$ cat src/rtl/multibank_block_buffer_if.sv
// -----------------------------------------------------------------------------
// multibank_block_buffer_if
// Stream bundle for multibank_block_buffer: one write stream (s_*) into the
// buffer and one read stream (m_*) out of it.
//   s_data  : write data word          s_valid : write word valid
//   s_last  : early block terminator   s_ready : buffer can take a word
//   m_data  : read data (registered)   m_valid : m_data valid
//   m_last  : final word of a block    m_ready : downstream accepts m_data
// Modports:
//   master : the environment side (drives s_*, m_ready)
//   slave  : the buffer side (drives s_ready, m_data, m_valid, m_last)
// -----------------------------------------------------------------------------
interface multibank_block_buffer_if #(
  parameter int DATA_W = 24
);
  logic [DATA_W-1:0] s_data;
  logic              s_valid;
  logic              s_last;
  logic              s_ready;
  logic [DATA_W-1:0] m_data;
  logic              m_valid;
  logic              m_last;
  logic              m_ready;

  modport master (
    output s_data, s_valid, s_last, m_ready,
    input  s_ready, m_data, m_valid, m_last
  );

  modport slave (
    input  s_data, s_valid, s_last, m_ready,
    output s_ready, m_data, m_valid, m_last
  );
endinterface

$ cat src/rtl/multibank_block_buffer.sv
// -----------------------------------------------------------------------------
// multibank_block_buffer
// N-bank block buffer. The writer fills one bank with a block of BLOCK_LEN
// words, then moves to the next bank round-robin. The reader drains only
// completed banks, oldest first, over a valid/ready stream with m_last on the
// final word of each block. Consecutive full banks stream without a bubble.
//
// Ports:
//   clk        : single clock for logic and storage
//   rst_n      : asynchronous active-low reset (release synchronous to clk)
//   bus        : slave modport of multibank_block_buffer_if (s_* in, m_* out)
//   full_banks : banks completed and not yet fully drained
//   overflow   : sticky, set when s_valid is seen while s_ready = 0
//
// Optional feature macro: BLK_FLUSH_EN
//   defined   : a write with s_last = 1 closes the current bank early; a
//               per-bank last-word index is stored for the reader.
//   undefined : s_last is ignored; every block is exactly BLOCK_LEN words.
// -----------------------------------------------------------------------------
module multibank_block_buffer #(
  parameter int DATA_W    = 24,
  parameter int BLOCK_LEN = 80,
  parameter int NUM_BANKS = 2
) (
  input  logic                             clk,
  input  logic                             rst_n,
  multibank_block_buffer_if.slave          bus,
  output logic [$clog2(NUM_BANKS+1)-1:0]   full_banks,
  output logic                             overflow
);
  localparam int CW    = $clog2(BLOCK_LEN);
  localparam int IW    = $clog2(NUM_BANKS);
  localparam int FW    = $clog2(NUM_BANKS + 1);
  localparam int DEPTH = NUM_BANKS * BLOCK_LEN;
  localparam int AW    = $clog2(DEPTH);
  localparam logic [CW-1:0] CNT_MAX = CW'(BLOCK_LEN - 1);
  localparam logic [IW-1:0] IDX_MAX = IW'(NUM_BANKS - 1);

  function automatic logic [IW-1:0] next_idx(input logic [IW-1:0] i);
    return (i == IDX_MAX) ? '0 : i + 1'b1;
  endfunction

  // All banks share one RAM; bank b occupies words [b*BLOCK_LEN, (b+1)*BLOCK_LEN).
  logic [DATA_W-1:0] mem [DEPTH];

  logic [CW-1:0]        wr_cnt_q, wr_cnt_d, fetch_cnt_q, fetch_cnt_d;
  logic [IW-1:0]        wr_idx_q, wr_idx_d, fetch_idx_q, fetch_idx_d;
  logic [IW-1:0]        rd_idx_q, rd_idx_d;
  // full_q[b]: bank b is FULL or DRAINING. A bank with full_q = 0 is FREE,
  // or FILLING when it is the write bank.
  logic [NUM_BANKS-1:0] full_q, full_d;
  // vis_q[b]: full_q delayed by one cycle on the rising side only, so a bank
  // is fetched no earlier than two edges after its last write, and never
  // after it has been released.
  logic [NUM_BANKS-1:0] vis_q, vis_d;
  logic [FW-1:0]        full_banks_q, full_banks_d;
  logic                 overflow_q, overflow_d;
  logic                 m_valid_q, m_valid_d, m_last_q, m_last_d;
  logic [DATA_W-1:0]    m_data_q;

  logic                 wr_fire, wr_close, out_fire, drain_done, load, fetch_last;
  logic [CW-1:0]        fetch_end;
  logic [AW-1:0]        wr_addr, rd_addr;

  assign bus.s_ready = !full_q[wr_idx_q];
  assign wr_fire     = bus.s_valid && bus.s_ready;
  assign out_fire    = m_valid_q && bus.m_ready;
  assign drain_done  = out_fire && m_last_q;
  // The fetch pointer runs ahead of the output register: it loads the next
  // word whenever the output register is empty or being consumed, which also
  // prefetches the next bank while the previous block's last word is shown.
  assign load        = vis_q[fetch_idx_q] && (!m_valid_q || bus.m_ready);
  assign fetch_last  = (fetch_cnt_q == fetch_end);

  assign wr_addr = AW'(wr_idx_q) * AW'(BLOCK_LEN) + AW'(wr_cnt_q);
  assign rd_addr = AW'(fetch_idx_q) * AW'(BLOCK_LEN) + AW'(fetch_cnt_q);

`ifdef BLK_FLUSH_EN
  logic [CW-1:0] last_idx_q [NUM_BANKS];

  assign wr_close  = wr_fire && ((wr_cnt_q == CNT_MAX) || bus.s_last);
  assign fetch_end = last_idx_q[fetch_idx_q];

  for (genvar gi = 0; gi < NUM_BANKS; gi++) begin : g_len
    always_ff @(posedge clk or negedge rst_n) begin
      if (!rst_n) begin
        last_idx_q[gi] <= CNT_MAX;
      end else if (wr_close && (wr_idx_q == IW'(gi))) begin
        last_idx_q[gi] <= wr_cnt_q;
      end
    end
  end
`else
  logic unused_s_last;

  assign unused_s_last = bus.s_last;
  assign wr_close      = wr_fire && (wr_cnt_q == CNT_MAX);
  assign fetch_end     = CNT_MAX;
`endif

  always_comb begin
    for (int b = 0; b < NUM_BANKS; b++) begin
      full_d[b] = full_q[b];
      if (wr_close && (wr_idx_q == IW'(b))) full_d[b] = 1'b1;
      if (drain_done && (rd_idx_q == IW'(b))) full_d[b] = 1'b0;
      vis_d[b] = full_q[b] & full_d[b];
    end
  end

  always_comb begin
    wr_cnt_d    = wr_cnt_q;
    wr_idx_d    = wr_idx_q;
    fetch_cnt_d = fetch_cnt_q;
    fetch_idx_d = fetch_idx_q;
    rd_idx_d    = rd_idx_q;
    m_valid_d   = m_valid_q;
    m_last_d    = m_last_q;

    if (wr_close) begin
      wr_cnt_d = '0;
      wr_idx_d = next_idx(wr_idx_q);
    end else if (wr_fire) begin
      wr_cnt_d = wr_cnt_q + 1'b1;
    end

    if (load) begin
      m_valid_d = 1'b1;
      m_last_d  = fetch_last;
      if (fetch_last) begin
        fetch_cnt_d = '0;
        fetch_idx_d = next_idx(fetch_idx_q);
      end else begin
        fetch_cnt_d = fetch_cnt_q + 1'b1;
      end
    end else if (out_fire) begin
      m_valid_d = 1'b0;
      m_last_d  = 1'b0;
    end

    if (drain_done) rd_idx_d = next_idx(rd_idx_q);

    unique case ({wr_close, drain_done})
      2'b10:   full_banks_d = full_banks_q + 1'b1;
      2'b01:   full_banks_d = full_banks_q - 1'b1;
      default: full_banks_d = full_banks_q;
    endcase

    overflow_d = overflow_q | (bus.s_valid & ~bus.s_ready);
  end

  always_ff @(posedge clk or negedge rst_n) begin
    if (!rst_n) begin
      wr_cnt_q     <= '0;
      wr_idx_q     <= '0;
      fetch_cnt_q  <= '0;
      fetch_idx_q  <= '0;
      rd_idx_q     <= '0;
      full_q       <= '0;
      vis_q        <= '0;
      full_banks_q <= '0;
      overflow_q   <= 1'b0;
      m_valid_q    <= 1'b0;
      m_last_q     <= 1'b0;
    end else begin
      wr_cnt_q     <= wr_cnt_d;
      wr_idx_q     <= wr_idx_d;
      fetch_cnt_q  <= fetch_cnt_d;
      fetch_idx_q  <= fetch_idx_d;
      rd_idx_q     <= rd_idx_d;
      full_q       <= full_d;
      vis_q        <= vis_d;
      full_banks_q <= full_banks_d;
      overflow_q   <= overflow_d;
      m_valid_q    <= m_valid_d;
      m_last_q     <= m_last_d;
    end
  end

  // Storage write port; the fetched bank is never the write bank, so there is
  // no read/write collision on the same address.
  always_ff @(posedge clk) begin
    if (wr_fire) mem[wr_addr] <= bus.s_data;
  end

  // Synchronous RAM read straight into the output register; holds while stalled.
  always_ff @(posedge clk or negedge rst_n) begin
    if (!rst_n) begin
      m_data_q <= '0;
    end else if (load) begin
      m_data_q <= mem[rd_addr];
    end
  end

  assign bus.m_data  = m_data_q;
  assign bus.m_valid = m_valid_q;
  assign bus.m_last  = m_last_q;
  assign full_banks  = full_banks_q;
  assign overflow    = overflow_q;
endmodule

$ cat src/flat_wrapper.sv
// flat-port wrapper written by rule: the top's interface ports become plain ports
module multibank_block_buffer_flat 
#(
  parameter int DATA_W    = 24,
  parameter int BLOCK_LEN = 80,
  parameter int NUM_BANKS = 2
)
  (clk, rst_n, full_banks, overflow, bus_s_data, bus_s_valid, bus_s_last, bus_m_ready, bus_s_ready, bus_m_data, bus_m_valid, bus_m_last);
  multibank_block_buffer_if #(.DATA_W(DATA_W)) bus_i ();
  input  logic clk;
  input  logic rst_n;
  output logic [$clog2(NUM_BANKS+1)-1:0] full_banks;
  output logic overflow;
  input wire logic [$bits(bus_i.s_data)-1:0] bus_s_data;
  input wire logic [$bits(bus_i.s_valid)-1:0] bus_s_valid;
  input wire logic [$bits(bus_i.s_last)-1:0] bus_s_last;
  input wire logic [$bits(bus_i.m_ready)-1:0] bus_m_ready;
  output wire logic [$bits(bus_i.s_ready)-1:0] bus_s_ready;
  output wire logic [$bits(bus_i.m_data)-1:0] bus_m_data;
  output wire logic [$bits(bus_i.m_valid)-1:0] bus_m_valid;
  output wire logic [$bits(bus_i.m_last)-1:0] bus_m_last;
  assign bus_i.s_data = bus_s_data;
  assign bus_i.s_valid = bus_s_valid;
  assign bus_i.s_last = bus_s_last;
  assign bus_i.m_ready = bus_m_ready;
  assign bus_s_ready = bus_i.s_ready;
  assign bus_m_data = bus_i.m_data;
  assign bus_m_valid = bus_i.m_valid;
  assign bus_m_last = bus_i.m_last;
  multibank_block_buffer #(.DATA_W(DATA_W), .BLOCK_LEN(BLOCK_LEN), .NUM_BANKS(NUM_BANKS)) u_core (.clk(clk), .rst_n(rst_n), .bus(bus_i), .full_banks(full_banks), .overflow(overflow));
endmodule
$ cat config.mk
export PLATFORM = sky130hd
export DESIGN_NAME = multibank_block_buffer_flat
export DESIGN_NICKNAME = d
export VERILOG_FILES = /design/src/rtl/multibank_block_buffer_if.sv /design/src/rtl/multibank_block_buffer.sv /design/src/flat_wrapper.sv
export SDC_FILE = /design/constraint.sdc
export NUM_CORES = 2
export LEC_CHECK = 0
export ABC_AREA = 1
export CORE_AREA = 5 5 600 602
export CTS_BUF_LIST = sky130_fd_sc_hd__clkbuf_16
export CTS_CLUSTER_SIZE = 28
export DETAILED_ROUTE_END_ITERATION = 8
export DIE_AREA = 0 0 605 607
export PLACE_DENSITY_LB_ADDON = 0.15
export SLEW_MARGIN = 0
export SYNTH_ARGS = -nofsm -noshare
export SYNTH_HDL_FRONTEND = slang
export SYNTH_SLANG_ARGS = --single-unit
$ cat constraint.sdc
create_clock -name clk -period 3.7 [get_ports clk]
set_input_delay 0.74 -clock clk [delete_from_list [all_inputs] [get_ports clk]]
set_output_delay 0.74 -clock clk [all_outputs]
set_load 0.05 [all_outputs]
Word level (Yosys, flattened, before mapping)
Memories as Yosys holds them, arrays and structs flattened. A register that Yosys moved wholly into a read port is not among the register bits.
Index checks and enable logic that the tools add are counted.
{"block": "totals", "reg_bits": 26, "mem_bits_rw": 3840, "input_bits": 29, "out_inout_bits": 30, "wordCells": 72, "memories": 1}
{"memory": "u_core.mem", "words": 160, "word_bits": 24, "read_ports": 1, "rd_ports_with_merged_regs": 1, "write_ports": 1, "line": "multibank_block_buffer.sv:44", "rtl": "logic [DATA_W-1:0] mem [DEPTH];"}
{"block": "classes", "addsub": 9, "multipliers": 2, "magnitude_cmp": 2, "n_eq_ne": 4, "muxes": 20, "bitwise": 6, "reduce_logical": 17}
{"op": "$mux W7", "count": 3}
{"op": "$add A8 B7 Y8", "count": 2}
{"op": "$mux W1", "count": 16}
{"op": "$add A7 B1 Y7 const B", "count": 2}
{"op": "$eq A7 B7 Y1 const B", "count": 2}
{"op": "$logic_and A1 B1 Y1", "count": 9}
{"op": "$mul A1 B3 Y4 const B", "count": 2}
{"op": "$reduce_bool A2 Y1", "count": 3}
{"op": "$lt A1 B2 Y1 const B", "count": 2}
{"op": "$pmux W2 S2", "count": 1}
{"op": "$add A1 B1 Y1 const B", "count": 3}
{"op": "$and A1 B1 Y1", "count": 3}
{"op": "$logic_not A1 Y1", "count": 3}
{"op": "$add A2 B1 Y2 const B", "count": 1}
{"op": "$eq A2 B1 Y1 const B", "count": 1}
{"op": "$eq A2 B2 Y1 const B", "count": 1}
{"op": "$not A1 Y1", "count": 2}
{"op": "$reduce_and A2 Y1", "count": 1}
{"op": "$sub A2 B1 Y2 const B", "count": 1}
{"op": "$logic_or A1 B1 Y1", "count": 1}
{"op": "$or A1 B1 Y1", "count": 1}

Depth between registers and ports, before layout
{"block": "depth", "word_depth": 9, "ltp_mapped": 17}

Least setup slack after synthesis
No wires, ideal clock.
{"block": "synth_path", "path_kind": "reg2reg", "start": "register u_core.wr_idx_q", "end": "memory u_core.mem[127][0], enable pin", "setup_time_ns": 0.405, "t_arrival_ns": 3.273, "t_required_ns": 3.295, "path_slack_ns": 0.023, "path_stages_with_launch": 9, "path_buffers": 1, "period_less_slack_ns": 3.677, "path_cell_list": "dfrtp_1 > o21ai_1 > nand2_1 > inv_1 > nand2_1 > nor2_1 > inv_1 > clkbuf_1 > nor2_1"}
{"block": "synth_between", "elab_chain_len": 6, "word_cells_on_any_way": 8, "cone_classes": "add/sub (1); mul (1); mux (4); reduce/logical (2)"}
{"element": "start: declaration", "line": "multibank_block_buffer.sv:47", "rtl": "logic [IW-1:0] wr_idx_q, wr_idx_d, fetch_idx_q, fetch_idx_d;"}
{"element": "start signal: assignment", "line": "multibank_block_buffer.sv:166", "rtl": "wr_idx_q <= wr_idx_d;"}
{"element": "$mux W1 (implied by the code) (2 in series)", "line": "multibank_block_buffer.sv:65", "rtl": "assign bus.s_ready = !full_q[wr_idx_q];"}
{"element": "$logic_not A1 Y1", "line": "multibank_block_buffer.sv:65"}
{"element": "via bus_s_ready", "line": "flat_wrapper.sv:18", "rtl": "output wire logic [$bits(bus_i.s_ready)-1:0] bus_s_ready;"}
{"element": "$logic_and A1 B1 Y1", "line": "multibank_block_buffer.sv:66", "rtl": "assign wr_fire = bus.s_valid && bus.s_ready;"}
{"element": "$mux W1", "line": "multibank_block_buffer.sv:182", "rtl": "if (wr_fire) mem[wr_addr] <= bus.s_data;"}
{"element": "$mux W1 (implied by the code)", "line": "multibank_block_buffer.sv:182"}
{"element": "end: declaration", "line": "multibank_block_buffer.sv:44"}
The timed path passes the listed nets, and every way through them passes these cells. The select of a mux whose other input is x is not followed.

Worst setup path after layout
{"block": "layout_path", "start": "register u_core.fetch_cnt_q[1]", "end": "register u_core.m_data_q[20] (netlist: u_core.bus.m_data[20]), read port of u_core.mem"}
{"block": "layout_between", "elab_chain_len": 1}
{"element": "start: declaration", "line": "multibank_block_buffer.sv:46", "rtl": "logic [CW-1:0] wr_cnt_q, wr_cnt_d, fetch_cnt_q, fetch_cnt_d;"}
{"element": "start signal: assignment", "line": "multibank_block_buffer.sv:167", "rtl": "fetch_cnt_q <= fetch_cnt_d;"}
{"element": "$add A8 B7 Y8", "line": "multibank_block_buffer.sv:76", "rtl": "assign rd_addr = AW'(fetch_idx_q) * AW'(BLOCK_LEN) + AW'(fetch_cnt_q);"}
{"element": "end: declaration", "line": "multibank_block_buffer.sv:59", "rtl": "logic [DATA_W-1:0] m_data_q;"}
No other way between the ends.
A chain may end at the register's enable or synchronous reset.

==> results by group <==
Floorplanning
  – Initial Util: 44.7%
  – IO Count: 59
  – DIE WIDTH: 605 um
  – Chip Height: 607 um
  – FP Rows: 219
  – Area of the core: 354000 um2
  – Total die area: 367000 um2

Synth
  – Asr flop ratio synth: 1.29%
  – Mapped Area: 159000 um2
  – Post-synth top cells: 3840 x edfxtp_1, 2949 x nand2_1, 2427 x nor2_1
  – Synth top area share: 72.7%
  – Synth Warn #: 0
  – Number of synthesized register bits: 3890
  – Top_reg_cell synth: edfxtp_1
  – Count leader, synth: edfxtp_1
  – EDFF count, synth: 3840
  – Netlist cell types: 38
  – Sequential share of the synthesized area: 73.5%
  – Syn Nets: 13792
  – Post-synthesis cell count: 13751
  – Synth area leaders: edfxtp_1 73%, nand2_1 7.0%, nor2_1 5.7%, nand3_1 4.0%, o21ai_0 3.7%
  – Syn_area_per_cell: 11.5 um2
  – Largest area contributor in the netlist: edfxtp_1

Setup path
  – Setup CP Type: reg2reg
  – Max incr delay on CP: 630 ps
  – Most used cell, CP: nand3_1
  – Largest delay share family, worst path: simple AND/OR/NAND/NOR gates
  – CP Capture Type: register
  – Req. time, crit path: 4580 ps
  – Reg-to-reg startpoint: u_core.fetch_cnt_q[1]$_DFFE_PN0P_
  – Crit Path Max Fanout: 34
  – Slowest CP cell: dfrtp_4
  – Crit path DAT: 4480 ps
  – Crit. Startpoint: u_core.fetch_cnt_q[1]$_DFFE_PN0P_
  – WP buf/inv: 4
  – Worst setup SP type: register
  – CP Cell Sequence: clkinv_8 -> buf_12 -> buf_4 -> buf_4 -> nor2_1 -> o21ai_0 -> nand3_1 -> nand3_1 -> nand2_1 -> nand3_1 -> nand3_1 -> nand3_1 -> a21oi_1

Timing
  – RSZ-0062 raised after global routing: false
  – Slew margin rel.: 18.0%
  – Final period utilization: 97.2%
  – Pins Over Slew Limit: 0
  – Period minus WS final: 3600 ps
  – Endpoints failing hold: 0
  – Aggregate negative setup slack: 0 ps
  – Hold slack: 168 ps
  – Skew final: 59.6 ps
  – Final setup viols: 0
  – Highest Clock Rate: 278 MHz
  – Measured slew at the worst slew-check pin: 1230 ps

Clock network
  – Root Buffer Master: clkbuf_16
  – Worst-path clk slew: 60 ps
  – H-tree levels: 5
  – CTS tree: done
  – Num CTS Buffers: 406
  – CTS sink cnt: 3890
  – Clock Latency Late Sink: 970 ps
  – CTS Buffer Depth: 4

GRT
  – Vias in the first global route: 97968
  – GRT Util Overall: 25.7%
  – Total grt overflow: 0
  – First-pass GRT wire length: 693 mm
  – Largest net degree at the start of global routing: 142
  – Initial antenna violation count: 18

Finish
  – Share of post-route cells with drive strength above 1: 9.93%
  – Fin util: 51.6%
  – Layout area overhead: 15.3%
  – Fill count: 30078
  – Final #Nets: 14008

Pwr
  – Total Power: 134 mW
  – Pwr Density: 733 nW/um2
  – Leak Pwr: 65.7 nW
  – Peak supply drop: 907 uV

Drt
  – Via-to-Cell Ratio: 5.54
  – DR WL/cell: 25.5 um
  – Via count: 105588
  – Drt pass-1 iters: 6
  – Initial DRC count: 12090
  – Detailed-route DRC error count: 0
  – Drt total wl: 486 mm
  – Antenna Nets Post-Route: 0

Run status
  – Status: completed

Placement
  – Post-DP HPWL: 277 mm
  – I/O Buffers: 57
  – RD Place Congestion: 0.874

Worst hold path
  – Worst Hold Class: in2reg
  – Worst hold start: bus_s_data[6]

Flow run
  – Max_cap viols: 0
## layout by cell type, fill, tap and decap left out, drive strengths merged, types with 2 or more instances in the layout
cell type	Yosys	final
dfrtp	50	50
inv	595	708
or2	77	77
ha	12	12
xor2	6	6
bufinv	0	37
and3	5	5
o21ai	1195	1195
nor2	2428	2428
clkinvlp	0	9
o221ai	2	2
dlygate4sd3	0	2
nor3	5	5
clkdlybuf4s50	0	32
diode	0	6
xnor2	4	4
buf	380	599
a21oi	275	275
nand2	2949	2949
clkinv	2	169
clkbuf	449	415
o211ai	144	144
o22ai	66	66
nand3	1257	1257
edfxtp	3840	3840
## final timing paths
path,endpoint,slack [ps],depth (start not counted)
setup reg to reg,u_core.bus.m_data[20]$_DFFE_PN0P_,100,13
hold / removal,u_core.mem[39][6]$_DFFE_PP_,170,1
hold reg to reg,u_core.overflow$_DFF_PN0_,490,1
setup / recovery,u_core.bus.m_data[20]$_DFFE_PN0P_,100,13
min in group asynchronous,u_core.overflow$_DFF_PN0_,420,2
max in group asynchronous,u_core.fetch_cnt_q[2]$_DFFE_PN0P_,2470,3
## layout make-up
class	count	area, um2	area share, %
Antenna cell	6	15.0	0.00821
Clock buffer	411	10300	5.63
Clock inverter	326	2630	1.44
Inverter	597	2290	1.25
Multi-Input combinational cell	8435	36700	20.1
Sequential cell	3890	117000	63.8
Tap cell	4751	5940	3.25
Timing Repair Buffer	637	8430	4.61
## cells by family after synthesis
| family | after synthesis | synth area share, % |
|---|---|---|
| and+or+nand+nor | 6723 | 17.1 |
| DFF | 3890 | 73.5 |
| AOI/OAI and AO/OA | 1689 | 5.63 |
| buffers and inverters | 1426 | 3.63 |
| adders and majority gates | 12 | 0.0947 |
| xor gates and xnor gates | 10 | 0.0553 |
| muxes | 1 | 0.00631 |
## state kept, by name (all words and copies together) (netlist names)
name and count:
u_core.bus.m_valid 1, u_core.full_q 2, u_core.bus.m_data 24, u_core.fetch_idx_q 1
u_core.rd_idx_q 1, u_core.wr_idx_q 1, u_core.fetch_cnt_q 7, u_core.mem 3840
u_core.overflow 1, u_core.wr_cnt_q 7, u_core.vis_q 2, u_core.bus.m_last 1
u_core.full_banks 2
## metrics by stage
stage	std cells	instance area (um2)	setup slack (ps)
2_1_floorplan	13751	159000	22.5
3_3_place_gp	18308	170000	148
3_5_place_dp	18308	170000	133
4_1_cts	19047	183000	132
5_1_grt	19048	183000	1.34
6_report	19053	183000	104
## layer usage
metal / GRT usage (%) / routed length, um / vias to the layer above
li1: - / - / 47864
met1: 36.8 / 204000 / 52379
met2: 40.0 / 220000 / 4630
met3: 4.47 / 43100 / 713
met4: 9.01 / 18400 / 2
met5: 0 / 12 / -
## report_power, final
group	switching [mW]	leakage, nW	internal, mW
sequential	0.646	35.1	49.0
combinational	32.6	23.9	12.0
clock	17.1	6.70	22.7
total	50.3	65.7	83.7
## timing repair
item,CTS,global route
hold endpoints to repair,40,0
hold buffers,2,0
buffers inserted,0,0
setup endpoints to repair,0,1
resized for setup,0,1
(Power assumes the default switching activity.)
